**config.mk**
```make
export PLATFORM = sky130hd
export DESIGN_NAME = demux_1to4_deser
export DESIGN_NICKNAME = d
export VERILOG_FILES = /design/src/rtl/demux_pkg.sv /design/src/rtl/demux_1to4_1bit_d.sv /design/src/rtl/demux_1to4_deser.sv
export SDC_FILE = /design/constraint.sdc
export NUM_CORES = 1
export LEC_CHECK = 0
export ABC_AREA = 0
export CORE_AREA = 10 10 47 49
export CTS_BUF_LIST = sky130_fd_sc_hd__clkbuf_16
export DETAILED_ROUTE_END_ITERATION = 16
export DIE_AREA = 0 0 57 59
export DONT_BUFFER_PORTS = 1
export RECOVER_POWER = 25
export SLEW_MARGIN = 20
export SYNTH_ARGS = -nofsm -noshare
export SYNTH_HDL_FRONTEND = slang
export SYNTH_HIERARCHICAL = 1
export SYNTH_SLANG_ARGS = --single-unit
```
**constraint.sdc**
```tcl
create_clock -name clk -period 1.5 [get_ports clk]
set_input_delay 0.15 -clock clk [delete_from_list [all_inputs] [get_ports clk]]
set_output_delay 0.15 -clock clk [all_outputs]
set_load 0.02 [all_outputs]
```
**src/rtl/demux_pkg.sv**
```systemverilog
// demux_pkg
//   Shared definitions for the 1-to-4 deserialising distributor:
//   lane count, lane-pointer width, FSM state type and mask constants.
package demux_pkg;

  localparam int LANES = 4;
  localparam int SEL_W = 2;

  typedef enum logic {
    FILL = 1'b0,
    HOLD = 1'b1
  } state_t;

  localparam logic [LANES-1:0] MASK_NONE = 4'b0000;
  localparam logic [LANES-1:0] MASK_FULL = 4'b1111;

endpackage

```
**src/rtl/demux_1to4_1bit_d.sv**
```systemverilog
// demux_1to4_1bit_d
//   Combinational 1-bit 1-to-4 demultiplexer. Input i is steered to the
//   output selected by sel; all other outputs are 0.
// Ports:
//   i      in   1      data bit to route
//   sel    in   SEL_W  output select
//   o0..o3 out  1      routed outputs (only o[sel] can be 1)
module demux_1to4_1bit_d
  import demux_pkg::*;
(
  input  logic             i,
  input  logic [SEL_W-1:0] sel,
  output logic             o0,
  output logic             o1,
  output logic             o2,
  output logic             o3
);

  always_comb begin
    o0 = i & (sel == 2'd0);
    o1 = i & (sel == 2'd1);
    o2 = i & (sel == 2'd2);
    o3 = i & (sel == 2'd3);
  end

endmodule

```
**src/rtl/demux_1to4_deser.sv**
```systemverilog
// demux_1to4_deser
//   Registered, handshaked 1-to-4 distributor. Serial items are written to
//   lanes o0..o3 in round-robin order; a full (or flushed partial) word is
//   then presented downstream with o_valid/o_ready.
// Ports:
//   clk      in   1      clock, rising edge
//   rst_n    in   1      asynchronous active-low reset
//   i        in   W      serial data item
//   i_valid  in   1      source has an item on i
//   i_ready  out  1      block accepts an item this cycle
//   flush    in   1      close the current word early
//   o0..o3   out  W      registered lane data
//   o_mask   out  4      bit k set = lane k written in presented word
//   o_valid  out  1      word presented on o0..o3 / o_mask
//   o_ready  in   1      downstream consumes the word
//   sel      out  2      lane the next accepted item goes to
module demux_1to4_deser
  import demux_pkg::*;
#(
  parameter int W = 1
) (
  input  logic             clk,
  input  logic             rst_n,
  input  logic [W-1:0]     i,
  input  logic             i_valid,
  output logic             i_ready,
  input  logic             flush,
  output logic [W-1:0]     o0,
  output logic [W-1:0]     o1,
  output logic [W-1:0]     o2,
  output logic [W-1:0]     o3,
  output logic [LANES-1:0] o_mask,
  output logic             o_valid,
  input  logic             o_ready,
  output logic [SEL_W-1:0] sel
);

  state_t state;
  state_t next_state;
  logic   accept;
  logic   en0;
  logic   en1;
  logic   en2;
  logic   en3;

  assign accept = i_valid & i_ready;

  // Per-lane write enables: accept routed to the lane pointed at by sel.
  demux_1to4_1bit_d u_lane_dec (
    .i   (accept),
    .sel (sel),
    .o0  (en0),
    .o1  (en1),
    .o2  (en2),
    .o3  (en3)
  );

  always_ff @(posedge clk or negedge rst_n) begin
    if (!rst_n) begin
      state <= FILL;
    end else begin
      state <= next_state;
    end
  end

  // A word closes on the 4th accept, or on flush when it would not be empty
  // (either lanes already written or an item arriving in the flush cycle).
  always_comb begin
    next_state = state;
    case (state)
      FILL: begin
        if (accept && (sel == 2'd3)) begin
          next_state = HOLD;
        end else if (flush && (accept || (o_mask != MASK_NONE))) begin
          next_state = HOLD;
        end
      end
      HOLD: begin
        if (o_ready) begin
          next_state = FILL;
        end
      end
      default: next_state = FILL;
    endcase
  end

  // Handshake outputs depend on state only, so no ready/valid feed-through.
  always_comb begin
    i_ready = (state == FILL);
    o_valid = (state == HOLD);
  end

  // Lane, mask and pointer registers. In HOLD everything is frozen until the
  // word drains, at which point the lanes are cleared so unwritten lanes of
  // the next (possibly partial) word read as 0.
  always_ff @(posedge clk or negedge rst_n) begin
    if (!rst_n) begin
      o0     <= '0;
      o1     <= '0;
      o2     <= '0;
      o3     <= '0;
      o_mask <= MASK_NONE;
      sel    <= '0;
    end else begin
      case (state)
        FILL: begin
          if (en0) o0 <= i;
          if (en1) o1 <= i;
          if (en2) o2 <= i;
          if (en3) o3 <= i;
          o_mask <= o_mask | {en3, en2, en1, en0};
          if (next_state == HOLD) begin
            sel <= '0;
          end else if (accept) begin
            sel <= sel + SEL_W'(1);
          end
        end
        HOLD: begin
          if (o_ready) begin
            o0     <= '0;
            o1     <= '0;
            o2     <= '0;
            o3     <= '0;
            o_mask <= MASK_NONE;
            sel    <= '0;
          end
        end
        default: begin
          sel <= '0;
        end
      endcase
    end
  end

endmodule

```
### After elaboration in Yosys (flattened, before gate mapping)

Cells that the tools add are included.

| word-level totals | value |
|---|---|
| bits in registers | 11 |

| cells by class | value |
|---|---|
| bitwise gates (word level) | 7 |
| eq/ne operators | 9 |
| reduce and logical (&&, ||, !) cells | 10 |
| muxes and demuxes | 19 |
| add/subtract/negate cells | 1 |

Operators by type and width:

| cell | count |
|---|---|
| one-hot mux 1 bit (2 select lines) | 5 |
| AND reduction 2 bit | 5 |
| 2-to-1 mux 1 bit | 8 |
| != test 2 x 1 -> 1 bit (second input constant) | 4 |
| one-hot mux 4 bit (2 select lines) | 1 |
| 2-to-1 mux 2 bit | 3 |
| bitwise AND 1 bit | 5 |
| equality test 2 bit (second input constant) | 2 |
| 2-to-1 mux 4 bit | 1 |
| OR 4 bit | 1 |
| one-hot mux 2 bit (2 select lines) | 1 |
| nonzero test 4 bit | 1 |
| != test 3 x 1 -> 1 bit (second input constant) | 1 |
| adder 2 x 1 -> 2 bit (second input constant) | 1 |
| equality test 2 x 1 -> 1 bit (second input constant) | 1 |
| logical AND 1 bit | 2 |
| zero test 2 bit | 1 |
| != test 2 bit (second input constant) | 1 |
| logical OR 1 bit | 1 |
| NOT 1 bit | 1 |

### Depth between registers and ports, before layout

| depth | value |
|---|---|
| word-level depth | 9 |
| depth in mapped cells | 5 |

### By module

Netlist, hierarchy kept.

Modules (own cells, without submodules):

| module | area each (µm²) | times used | cells an instance | seq. area each (µm²) |
|---|---|---|---|---|
| demux_1to4_deser | 556.8 | 1 | 54 | 275.3 |
| demux_1to4_1bit_d | 37.5 | 1 | 4 | 0.0 |

### Worst setup path before layout

OpenSTA, ideal clock, no wires.

| path | value |
|---|---|
| kind | register -> register |
| from | register state, in the netlist o_valid |
| to | register o0 |
| path buffers | 1 |
| arrival | 1282 ps |
| stages on the path, launching flop included | 6 |
| slack | 90 ps |
| cell sequence | dfrtp_1 > buf_2 > nor2b_1 > nor3b_2 > mux2i_1 > o21ai_0 |

| on the way | value |
|---|---|
| longest elaborated chain between the ends | 5 |
| elaborated cells on any way between the ends | 7 |

RTL lines:

| item | line | source |
|---|---|---|
| from (decl) | demux_1to4_deser.sv:38 | `state_t state;` |
| from (signal assigned) | demux_1to4_deser.sv:62 | `state <= next_state;` |
| NOT 1 bit | -- |  |
| bitwise AND 1 bit | demux_1to4_deser.sv:46 | `assign accept = i_valid & i_ready;` |
| via accept | demux_1to4_deser.sv:40 | `logic accept;` |
| bitwise AND 1 bit | demux_1to4_1bit_d.sv:20 | `o0 = i & (sel == 2'd0);` |
| via en0 | demux_1to4_deser.sv:41 | `logic en0;` |
| != test 2 x 1 -> 1 bit (no line) | -- |  |
| AND reduction 2 bit (no line) | -- |  |
| to (signal assigned) | demux_1to4_deser.sv:107 | `if (en0) o0 <= i;` |
| to (decl) | demux_1to4_deser.sv:28 | `output logic [W-1:0] o0,` |

The timed path passes the listed nets, and every way through them passes these cells.
A chain may end at the register's enable or synchronous reset.

### Worst setup path in the final report

Same ends and word-level chain as after synthesis.

==> flow_summary.yaml <==
run_status:
  status: "complete, no violations"
place:
  hpwl_mm: 1.02
  gp_congestion: 0.747
  post_dp_cell_area_um2: 642
  place_ws_ns: 0.172
  io_buffers: 0
logic_synthesis:
  synth_enable_flop_cells: 0
  ys_seq_area_frac: 0.463
  syn_nets: 65
  yosysTopAreaCell: "dfrtp_1"
  synth_common_cells: "11 x dfrtp_1, 5 x inv_1, 5 x mux2i_1, 5 x nand2_1, 5 x o21ai_0"
  synth_cell_types: 21
  synth_area_leaders: "dfrtp_1 46%, mux2i_1 8.4%, o41ai_4 4.6%"
  syn_area_per_cell_um2: 10.2
  synth_top_cell_area_share: 0.463
  ys_warn_count: 6
  ys.flop_type: "dfrtp_1"
  syn_area_um2: 594
  syn_inst: 58
  yosysMostFrequentCell: "dfrtp_1"
  ys_seq_elements: 11
  ys_async_sr_fraction: 1.00
clock_network:
  clock_sinks: 11
  clk_pin_slew_ns: 0.04
  cts_setup_buffers: 0
  cts_hold_buf: 1
  cts-resized-gates: 0
  cts-root-buf: "clkbuf_16"
  cts_max_level: 1
  clk_latency_ns: 0.23
  numCtsBuffers: 3
  cts_buffer_depth: 2
  cts_tree: "built"
floorplan:
  core_um2: 1400
  dieArea_um2: 3360
  fp.dieH_um: 59
  start_util: 0.424
  fp.dieW_um: 57
  io_pins: 18
  row_count: 14
global_route:
  antenna_found_initial: 0
  grt_pass1_wl_mm: 2.25
  grt_pass1_vias: 436
  grt_max_degree: 18
  grt_remaining_overflow: 0
  grt_usage: 0.0850
detailed_routing:
  viasPerCell: 5.46
  drc: 0
  vias: 448
  postRouteAntennaNets: 0
  firstDrtPassIters: 4
  wire_per_inst_um: 16.5
  first_iter_violations: 6
  wl_mm: 1.35
sta:
  rsz0062_at_grt: "no"
  worst_slack_ns: 0.187
  finalClockSkew_ns: 0.00142
  maxSlewViolCount: 0
  setup_tns_ns: 0
  slew_headroom: 0.666
  fin_crit_ns: 1.31
  setup_viol: 0
  worst_slew_pin_slew_ns: 0.499
  hold_viol: 0
  fin_crit_sh: 0.875
  fmax_ghz: 0.762
cells_and_area:
  num_antenna_cells: 0
  final_layout_size_suffix_gt1_frac: 0.212
  fill_cells: 131
  nNetsFinal: 74
  design_area_um2: 731
  syn_to_final_growth_pct: 22.9
run:
  cap_violations: 0
setup_path:
  cp-start-kind: "flip-flop"
  worstPathMaxFanout: 5
  arrival_ns: 1.41
  crit_type: "flip-flop to flip-flop"
  worstPathRequired_ns: 1.60
  cp-end-kind: "flip-flop"
power:
  vdd_drop_max_mv: 1.11
  power_uw: 1590
  static-leakage-power_uw: 0.000331
  power_density_nw_per_um2: 2170
min_path:
  hold_class: "input pin to flip-flop"
final timing paths:
check                         from         to  slack (ns)  cells after the start
max                        o_valid         o0        0.19                      4
min                        o_ready  o_mask[1]        0.01                      1
max reg2reg                o_valid         o0        0.19                      4
min reg2reg                o_valid     sel[1]        0.61                      3
max in group asynchronous    rst_n         o3        0.84                      1
min in group asynchronous    rst_n  o_mask[1]        0.32                      1
registers in the layout (all words and copies together) (netlist names):
signal	flops
o2	1
sel	2
o_mask	4
o1	1
o3	1
o0	1
o_valid	1
critical path: stages, from the launching register on:
cell,delay (ns)
dfrtp_1,0.37
nor2b_1,0.23
nor3b_2,0.29
mux2i_1,0.21
o21ai_0,0.09
layout by cell type (no fill, tap or decap), drive strengths merged:
| master | synthesis | routed |
|---|---|---|
| a21oi | 1 | 1 |
| nor2 | 4 | 4 |
| nand2 | 5 | 5 |
| mux2i | 5 | 5 |
| dfrtp | 11 | 11 |
| buf | 2 | 5 |
| o22ai | 4 | 4 |
| inv | 5 | 6 |
| ha | 1 | 1 |
| or2 | 1 | 1 |
| and3 | 1 | 1 |
| nor4b | 1 | 1 |
| nor3b | 1 | 1 |
| clkbuf | 0 | 3 |
| nand3b | 1 | 1 |
| o41ai | 1 | 1 |
| o211ai | 1 | 1 |
| dlygate4sd3 | 0 | 1 |
| a22oi | 1 | 1 |
| o21ai | 7 | 7 |
| and3b | 2 | 2 |
| nor2b | 3 | 3 |
report_power, final:
| part | total [µW] | leakage, µW | internal, µW | switching (µW) |
|---|---|---|---|---|
| clock network | 471 | 0.0000423 | 349 | 122 |
| registers | 553 | 0.000148 | 395 | 158 |
| logic | 562 | 0.000141 | 226 | 336 |
cells by family after synthesis:
group / synth area share
AO/OA/AOI/OAI: 0.194
adder cells (fa/ha/maj): 0.0210
flip-flops: 0.463
AND/OR/NAND/NOR: 0.189
buffers and inverters: 0.0484
multiplexers: 0.0842
per-layer routing:
| layer | wire length [µm] | GRT usage | vias to the layer above | part of all wire |
|---|---|---|---|---|
| met5 | 0 | 0 | - | 0 |
| li1 | - | - | 222 | - |
| met3 | 92 | 0.0429 | 2 | 0.068 |
| met1 | 572 | 0.0925 | 216 | 0.42 |
| met4 | 12 | 0.0503 | 0 | 0.0089 |
| met2 | 674 | 0.130 | 8 | 0.50 |
area by class of cell:
cell class | count | area (µm²) | area share
multi-input combinational | 40 | 290 | 0.397
timing repair buffer | 6 | 47.5 | 0.0651
tap | 16 | 20.0 | 0.0274
clock buffer | 3 | 75.1 | 0.103
sequential | 11 | 275 | 0.377
clock inverter | 1 | 3.75 | 0.00514
inverter | 5 | 18.8 | 0.0257
through the flow:
| step | utilization | instances | hold slack, ns |
|---|---|---|---|
| after detailed placement | 0.458 | 77 | -0.145 |
| after floorplan | - | 58 | -0.146 |
| after global routing | 0.521 | 82 | 0.00721 |
| after CTS | 0.521 | 82 | 0.0101 |
| final | 0.521 | 82 | 0.0141 |
| after global placement | 0.458 | 77 | -0.145 |
Power figures use the tool's default switching activity.
